**config.mk**
```make
export PLATFORM = sky130hd
export DESIGN_NAME = param_updown_mod_counter_flat
export DESIGN_NICKNAME = d
export VERILOG_FILES = /design/src/rtl/counter_pkg.sv /design/src/rtl/param_updown_mod_counter_if.sv /design/src/rtl/mod_counter_next.sv /design/src/rtl/param_updown_mod_counter.sv /design/src/flat_wrapper.sv
export SDC_FILE = /design/constraint.sdc
export NUM_CORES = 1
export LEC_CHECK = 0
export CAP_MARGIN = 20
export CORE_AREA = 2 2 39 41
export CTS_CLUSTER_SIZE = 40
export DETAILED_ROUTE_END_ITERATION = 8
export DIE_AREA = 0 0 41 43
export PLACE_DENSITY_LB_ADDON = 0.1
export SLEW_MARGIN = 5
export SYNTH_ARGS = -nofsm -noshare
export SYNTH_HDL_FRONTEND = slang
export SYNTH_SLANG_ARGS = --single-unit
```
**constraint.sdc**
```tcl
create_clock -name clk -period 1.4 [get_ports clk]
set_input_delay 0.21 -clock clk [delete_from_list [all_inputs] [get_ports clk]]
set_output_delay 0.21 -clock clk [all_outputs]
set_load 0.01 [all_outputs]
```
**src/rtl/counter_pkg.sv**
```systemverilog
// Shared constants and helpers for the counters/registers library.
package counter_pkg;

  localparam logic DIR_UP = 1'b1;
  localparam logic DIR_DN = 1'b0;

  localparam int MODE_WRAP = 0;
  localparam int MODE_SAT  = 1;

  // Largest legal count value for a modulus is mod-1; anything above snaps to it.
  function automatic int unsigned clamp_mod(input int unsigned val, input int unsigned mod);
    return (val >= mod) ? mod - 1 : val;
  endfunction

endpackage

```
**src/rtl/param_updown_mod_counter_if.sv**
```systemverilog
// Control and status bundle of the up/down modulo counter.
interface param_updown_mod_counter_if #(
  parameter int WIDTH = 4
);
  logic             en;
  logic             up_dn;
  logic             load;
  logic [WIDTH-1:0] load_val;
  logic [WIDTH-1:0] q;
  logic             tc;
  logic             ovf;

  modport master (output en, up_dn, load, load_val, input q, tc, ovf);
  modport slave  (input en, up_dn, load, load_val, output q, tc, ovf);
endinterface

```
**src/rtl/mod_counter_next.sv**
```systemverilog
// Combinational next-count logic: step, wrap/saturate at the bounds, terminal detect.
module mod_counter_next
  import counter_pkg::*;
#(
  parameter int WIDTH    = 4,
  parameter int MOD      = 16,
  parameter int SATURATE = MODE_WRAP
) (
  input  logic [WIDTH-1:0] q,
  input  logic             up_dn,
  output logic [WIDTH-1:0] next_q,
  output logic             wrap_evt,
  output logic             at_term
);

  // One extra bit keeps MOD-1 representable and makes q > MAX_Q a real test.
  localparam logic [WIDTH:0] MAX_Q = (WIDTH+1)'(MOD - 1);
  localparam logic [WIDTH:0] ONE   = (WIDTH+1)'(1);

  logic [WIDTH:0] q_ext;
  logic [WIDTH:0] step_ext;

  assign q_ext = {1'b0, q};

  // NOTE: every output gets a default first so no path through this block infers a latch.
  always_comb begin
    next_q   = q;
    wrap_evt = 1'b0;
    at_term  = 1'b0;
    step_ext = '0;

    if (up_dn == DIR_UP) begin
      at_term  = (q_ext == MAX_Q);
      step_ext = q_ext + ONE;
    end else begin
      at_term  = (q_ext == '0);
      step_ext = q_ext - ONE;
    end

    if (q_ext > MAX_Q) begin
      next_q = '0;
    end else if (at_term) begin
      if (SATURATE == MODE_SAT) begin
        next_q = q;
      end else begin
        next_q   = (up_dn == DIR_UP) ? '0 : MAX_Q[WIDTH-1:0];
        wrap_evt = 1'b1;
      end
    end else begin
      next_q = step_ext[WIDTH-1:0];
    end
  end

endmodule

```
**src/rtl/param_updown_mod_counter.sv**
```systemverilog
// Parametrised up/down modulo-N counter with load, enable, wrap/saturate,
// combinational terminal count and registered wrap pulse.
module param_updown_mod_counter
  import counter_pkg::*;
#(
  parameter int WIDTH    = 4,
  parameter int MOD      = 16,
  parameter int SATURATE = MODE_WRAP
) (
  input  logic                         clk,
  input  logic                         reset,
  param_updown_mod_counter_if.slave    bus
);

  logic [WIDTH-1:0] q_q, q_d;
  logic             ovf_q, ovf_d;
  logic [WIDTH-1:0] next_q;
  logic             wrap_evt;
  logic             at_term;

  mod_counter_next #(
    .WIDTH    (WIDTH),
    .MOD      (MOD),
    .SATURATE (SATURATE)
  ) u_next (
    .q        (q_q),
    .up_dn    (bus.up_dn),
    .next_q   (next_q),
    .wrap_evt (wrap_evt),
    .at_term  (at_term)
  );

  // Load beats count; a load edge always clears the wrap pulse.
  always_comb begin
    q_d   = q_q;
    ovf_d = 1'b0;
    if (bus.load) begin
      q_d = WIDTH'(clamp_mod(32'(bus.load_val), MOD));
    end else if (bus.en) begin
      q_d   = next_q;
      ovf_d = wrap_evt;
    end
  end

  // NOTE: non-blocking assignments so every flop samples pre-edge values.
  // NOTE: reset is synchronous here; it is just the highest-priority branch on the edge.
  always_ff @(posedge clk) begin
    if (reset) begin
      q_q   <= '0;
      ovf_q <= 1'b0;
    end else begin
      q_q   <= q_d;
      ovf_q <= ovf_d;
    end
  end

  assign bus.q   = q_q;
  assign bus.ovf = ovf_q;
  assign bus.tc  = bus.en & at_term;

endmodule
```
**src/flat_wrapper.sv**
```systemverilog
// flat-port wrapper written by rule: the top's interface ports become plain ports
module param_updown_mod_counter_flat import counter_pkg::*;
#(
  parameter int WIDTH    = 4,
  parameter int MOD      = 16,
  parameter int SATURATE = MODE_WRAP
)
  (clk, reset, bus_en, bus_up_dn, bus_load, bus_load_val, bus_q, bus_tc, bus_ovf);
  param_updown_mod_counter_if #(.WIDTH(WIDTH)) bus_i ();
  input  logic clk;
  input  logic reset;
  input wire logic [$bits(bus_i.en)-1:0] bus_en;
  input wire logic [$bits(bus_i.up_dn)-1:0] bus_up_dn;
  input wire logic [$bits(bus_i.load)-1:0] bus_load;
  input wire logic [$bits(bus_i.load_val)-1:0] bus_load_val;
  output wire logic [$bits(bus_i.q)-1:0] bus_q;
  output wire logic [$bits(bus_i.tc)-1:0] bus_tc;
  output wire logic [$bits(bus_i.ovf)-1:0] bus_ovf;
  assign bus_i.en = bus_en;
  assign bus_i.up_dn = bus_up_dn;
  assign bus_i.load = bus_load;
  assign bus_i.load_val = bus_load_val;
  assign bus_q = bus_i.q;
  assign bus_tc = bus_i.tc;
  assign bus_ovf = bus_i.ovf;
  param_updown_mod_counter #(.WIDTH(WIDTH), .MOD(MOD), .SATURATE(SATURATE)) u_core (.clk(clk), .reset(reset), .bus(bus_i));
endmodule
```
==> After elaboration in Yosys (flattened, before gate mapping) <==
Cells that the tools add are included.
{ "totals": {"ff_bits": 5, "inputBits": 9} }
{ "classes": {"n_addsub": 2, "magnitude_cmp": 1, "n_eq_ne": 1, "n_mux": 8, "bitwise_logic": 2, "n_reduce_logical": 3} }
{ "op_table": {"columns": ["op", "n"], "rows": [
  ["4-bit 2-to-1 mux", 6],
  ["5-bit logical NOT", 1],
  ["4-bit by 1-bit adder with 4-bit output (second input constant)", 1],
  ["4-bit == test (second input constant)", 1],
  ["4-bit > comparator (second input constant)", 1],
  ["4-bit OR reduction", 1],
  ["4-bit by 1-bit subtractor with 4-bit output (second input constant)", 1],
  ["1-bit 2-to-1 mux", 2],
  ["2-bit nonzero test", 1],
  ["1-bit AND", 1],
  ["1-bit NOT", 1]
]} }

==> Depth between registers and ports, before layout <==
Gate-level depths: netlist of the first run.
{ "depth": {"depth_word": 6, "ltp_mapped": 6, "mapped_depth_nobuf": 6} }

==> Modules after synthesis <==
From an unflattened synthesis of the first run, not the netlist that was laid out.
{ "hier_totals": {"cells_unflattened": 50, "hier_area_um2": 419.2} }
{ "by_module_without_submodules": {"columns": ["module", "instances", "cells_each", "area_each_um2", "seq_area_each_um2"], "rows": [
  ["param_updown_mod_counter", 1, 21, 226.5, 100.1],
  ["mod_counter_next", 1, 29, 192.7, 0.0]
]} }

==> Worst setup path after synthesis of the first run <==
No wires, ideal clock.
{ "synth_timing": {"path_kind": "flip-flop to output port", "start": "reg u_core.q_q[1], in the netlist u_core.bus.q[1]", "end": "out bus_tc", "arrival_time_ns": 1.192, "required_ns": 1.190, "path_slack_ns": -0.002, "path_stages_with_launch": 4, "n_path_buf": 0, "cell_sequence": "dfxtp_1 or4_4 nor2_4 o21a_4"} }
{ "synth_between": {"elab_chain_len": 3, "elab_cells_between_ends": 4} }
{ "synth_lines": {"columns": ["item", "line_no", "text"], "rows": [
  ["start: declaration", "param_updown_mod_counter.sv:15", "logic [WIDTH-1:0] q_q, q_d;"],
  ["start signal: assignment", "param_updown_mod_counter.sv:52", "q_q <= q_d;"],
  ["4-bit == test or 5-bit logical NOT (tied branches)", "mod_counter_next.sv:33, mod_counter_next.sv:36", null],
  ["1-bit 2-to-1 mux (*)", "mod_counter_next.sv:32", "if (up_dn == DIR_UP) begin"],
  ["1-bit AND (*)", "param_updown_mod_counter.sv:59", "assign bus.tc = bus.en & at_term;"],
  ["end: declaration", "flat_wrapper.sv:17", "output wire logic [$bits(bus_i.tc)-1:0] bus_tc;"]
]} }
Every way passes the cells marked *; elsewhere a longest branch is shown, timed or not.

==> Worst setup path in the final report of the first run <==
Same ends and word-level chain as after synthesis.

==> results of run 1 <==
[worst reg2reg max path, stage by stage, from the launching register on]
cell      delay, ns
dfxtp_2        0.31
or4_4          0.54
nor2_4         0.11
buf_4          0.12
nor3b_2        0.05
a211oi_1       0.19
[report_power, final]
group	switching, uW	total [uW]	internal [uW]
combinational	95.3	226	131
clock	66.4	175	108
sequential	7.79	166	158
total	169	566	397
[flip-flops by register name, indices dropped and copies added, names as in the netlist]
name	count
u_core.bus.ovf	1
u_core.bus.q	4
[cell families (layout without fill, tap and decap cells)]
logic type	after synthesis	in the layout	share of synthesized area (%)
AO/OA/AOI/OAI	10	10	20.1
AND/OR/NAND/NOR	17	17	27.8
buffers and inverters	3	32	4.01
flip-flops	5	5	26.8
adder cells (fa/ha/maj)	3	3	12.0
XOR/XNOR	4	4	9.37
[cells in the mapped netlist (2+ instances only)]
library cell  n  area (sq um)
nor2_1        7          26.3
dfxtp_1       5           100
a21oi_1       4          20.0
xnor2_1       3          26.3
a211oi_1      2          15.0
and3_1        2          12.5
ha_1          2          25.0
inv_1         2          7.51
nand2_1       2          7.51
nor3b_2       2          25.0
[routing by layer]
metal / global-route usage [%] / share of wire (%) / vias to the layer above
met2: 17.8 / 39 / 17
li1: - / - / 206
met1: 19.1 / 46 / 166
met5: 0 / 0 / -
met3: 5.24 / 9.7 / 5
met4: 14.0 / 4.8 / 0
[through the flow]
| stage | std cells | setup WS [ns] | TNS [ns] |
|---|---|---|---|
| 2_1_floorplan | 42 | 0.0416 | 0 |
| 3_3_place_gp | 82 | -0.509 | -1.73 |
| 3_5_place_dp | 82 | -0.527 | -1.80 |
| 4_1_cts | 87 | -0.275 | -0.358 |
| 5_1_grt | 87 | -0.277 | -0.364 |
| 6_report | 87 | -0.239 | -0.239 |
[area by class of cell]
class / count / area [sq um] / area share (%)
multi-input cells: 34 / 283 / 42.3
repair buffers: 26 / 229 / 34.3
flip-flops and latches: 5 / 103 / 15.4
clock buffers: 4 / 26.3 / 3.93
well taps: 16 / 20.0 / 3.00
inverters: 2 / 7.51 / 1.12
[timing repair]
| action | in CTS | in global routing |
|---|---|---|
| cloned | 0 | 0 |
| hold buffers | 0 | 0 |
| setup buffers | 1 | 0 |
| gates resized for setup | 13 | 3 |
| endpoints found under the setup margin | 8 | 4 |
| pin swaps | 5 | 6 |
[path summary, 6_finish.rpt]
check,from,endpoint,slack [ns],depth (start not counted)
hold / removal,bus_load_val[0],u_core.bus.q[0],0.60,3
hold reg to reg,u_core.bus.q[2],u_core.bus.q[2],0.73,4
setup reg to reg,u_core.bus.q[1],u_core.bus.q[2],0,5
setup / recovery,u_core.bus.q[1],bus_tc,-0.24,4
==> impl_metrics.yaml, run 1 <==
worst_setup_path:
  cp_data_arrival_time_ns: 1.43
  max_stage_delay_ns: 0.53
  worstSetupPathType: "flop to output port"
  required_ns: 1.19
  start_kind: "flop"
  setup.worst_path.end_class: "output port"
  slowest_stage: "or4_4"
  crit_buf_inv: 1
  critPathTopFamily: "simple AND/OR/NAND/NOR gates"
  worstPathMaxFanout: 2
  crit_chain: "or4_4 > nor2_4 > o21a_4 > buf_6"
clock_tree:
  clock_tree.root_cell: "clkbuf_4"
  htreeDepth: 1
  clockBufferDepth: 2
  cts_buffers: 3
  cts_tree: "built"
  clkLatencyLatePin_ns: 0.25
  path_clk_slew_ns: 0.04
  cts.sinks: 5
cells_and_area:
  diodes: 0
  final_area_sq_um: 668
  final_cell_mix: "buf_4, clkdlybuf4s50_1, nor2_1"
  final_nets: 84
  drive_gt1_share_pct: 38.0
  fillers: 163
  syn_to_final_growth_pct: 78.6
  final_common_cell: "buf_4"
  final_util_pct: 48.3
global_routing:
  antenna_found_initial: 0
  grt_overflow: 0
  grt_pass1_vias: 389
  grt_pass1_wl_um: 1670
  grt_use_total_pct: 14.8
  grt_start_max_net_pins: 7
die:
  core_sq_um: 1380
  start_util_pct: 27.0
  die_w_um: 41
  row_count: 14
  die_area_sq_um: 1760
  ios: 15
  die_h_um: 43
route:
  vias: 394
  wl_per_cell_um: 10.5
  drt_iter0_drc: 0
  drtAntennaViolNets: 0
  route.detailed.drc: 0
  drt-pass1-iter-count: 1
  routed_wl_um: 917
  routed_via_density: 4.53
timing:
  slew_headroom_pct: 81.4
  rsz0062_at_grt: "yes"
  min_period_ns: 1.64
  fmax_mhz: 610
  finalMaxSlewViolations: 0
  worst_pin_slew_ns: 0.278
  fin_ws_ns: -0.239
  setup-violations-final: 1
  fin_crit_sh_pct: 117
  clock-skew-final_ns: 0.000280
  final_hold_viol_count: 0
  hold_slack_ns: 0.595
yosys:
  synth.avg_cell_area_sq_um: 8.91
  yosys_warnings: 0
  synth-async-reset-ratio_pct: 0
  syn_area_sq_um: 374
  syn_nets: 54
  synthFlopType: "dfxtp_1"
  seq_area_frac_synth_pct: 26.8
  ys_ff_latch: 5
  synthCells: 42
  yosysUniqueCellTypes: 21
  synth_edf_count: 0
hold_path:
  hold_path_class: "primary input to flop"
pwr:
  leakagePower_uw: 0.000310
  powerDensity_nw_per_um2: 848
  ir_worst_vdd_uv: 405
  finalPower_uw: 566
outcome:
  violations: "setup timing"
  outcome: "finished, violations left"
placement:
  place_area_sq_um: 611
  dp_hpwl_um: 747
  gp_congestion: 0.737
  io_buffer_count: 14
run:
  cap_viol_max_count: 0
Note: power is estimated with default switching activity, not from simulation.
==> run 2, diff against run 1 <==
ABC_AREA = 0   (was unset)
GPL_ROUTABILITY_DRIVEN = 1   (was unset)
HOLD_SLACK_MARGIN = 0.15   (was unset)
==> results of run 2 <==
The final DEF is identical to that of run 1; final timing and power are the same.
==> run 3, diff against run 2 <==
CAP_MARGIN = 10   (was 20)
==> results of run 3 <==
The final DEF is identical to that of run 1; final timing and power are the same.
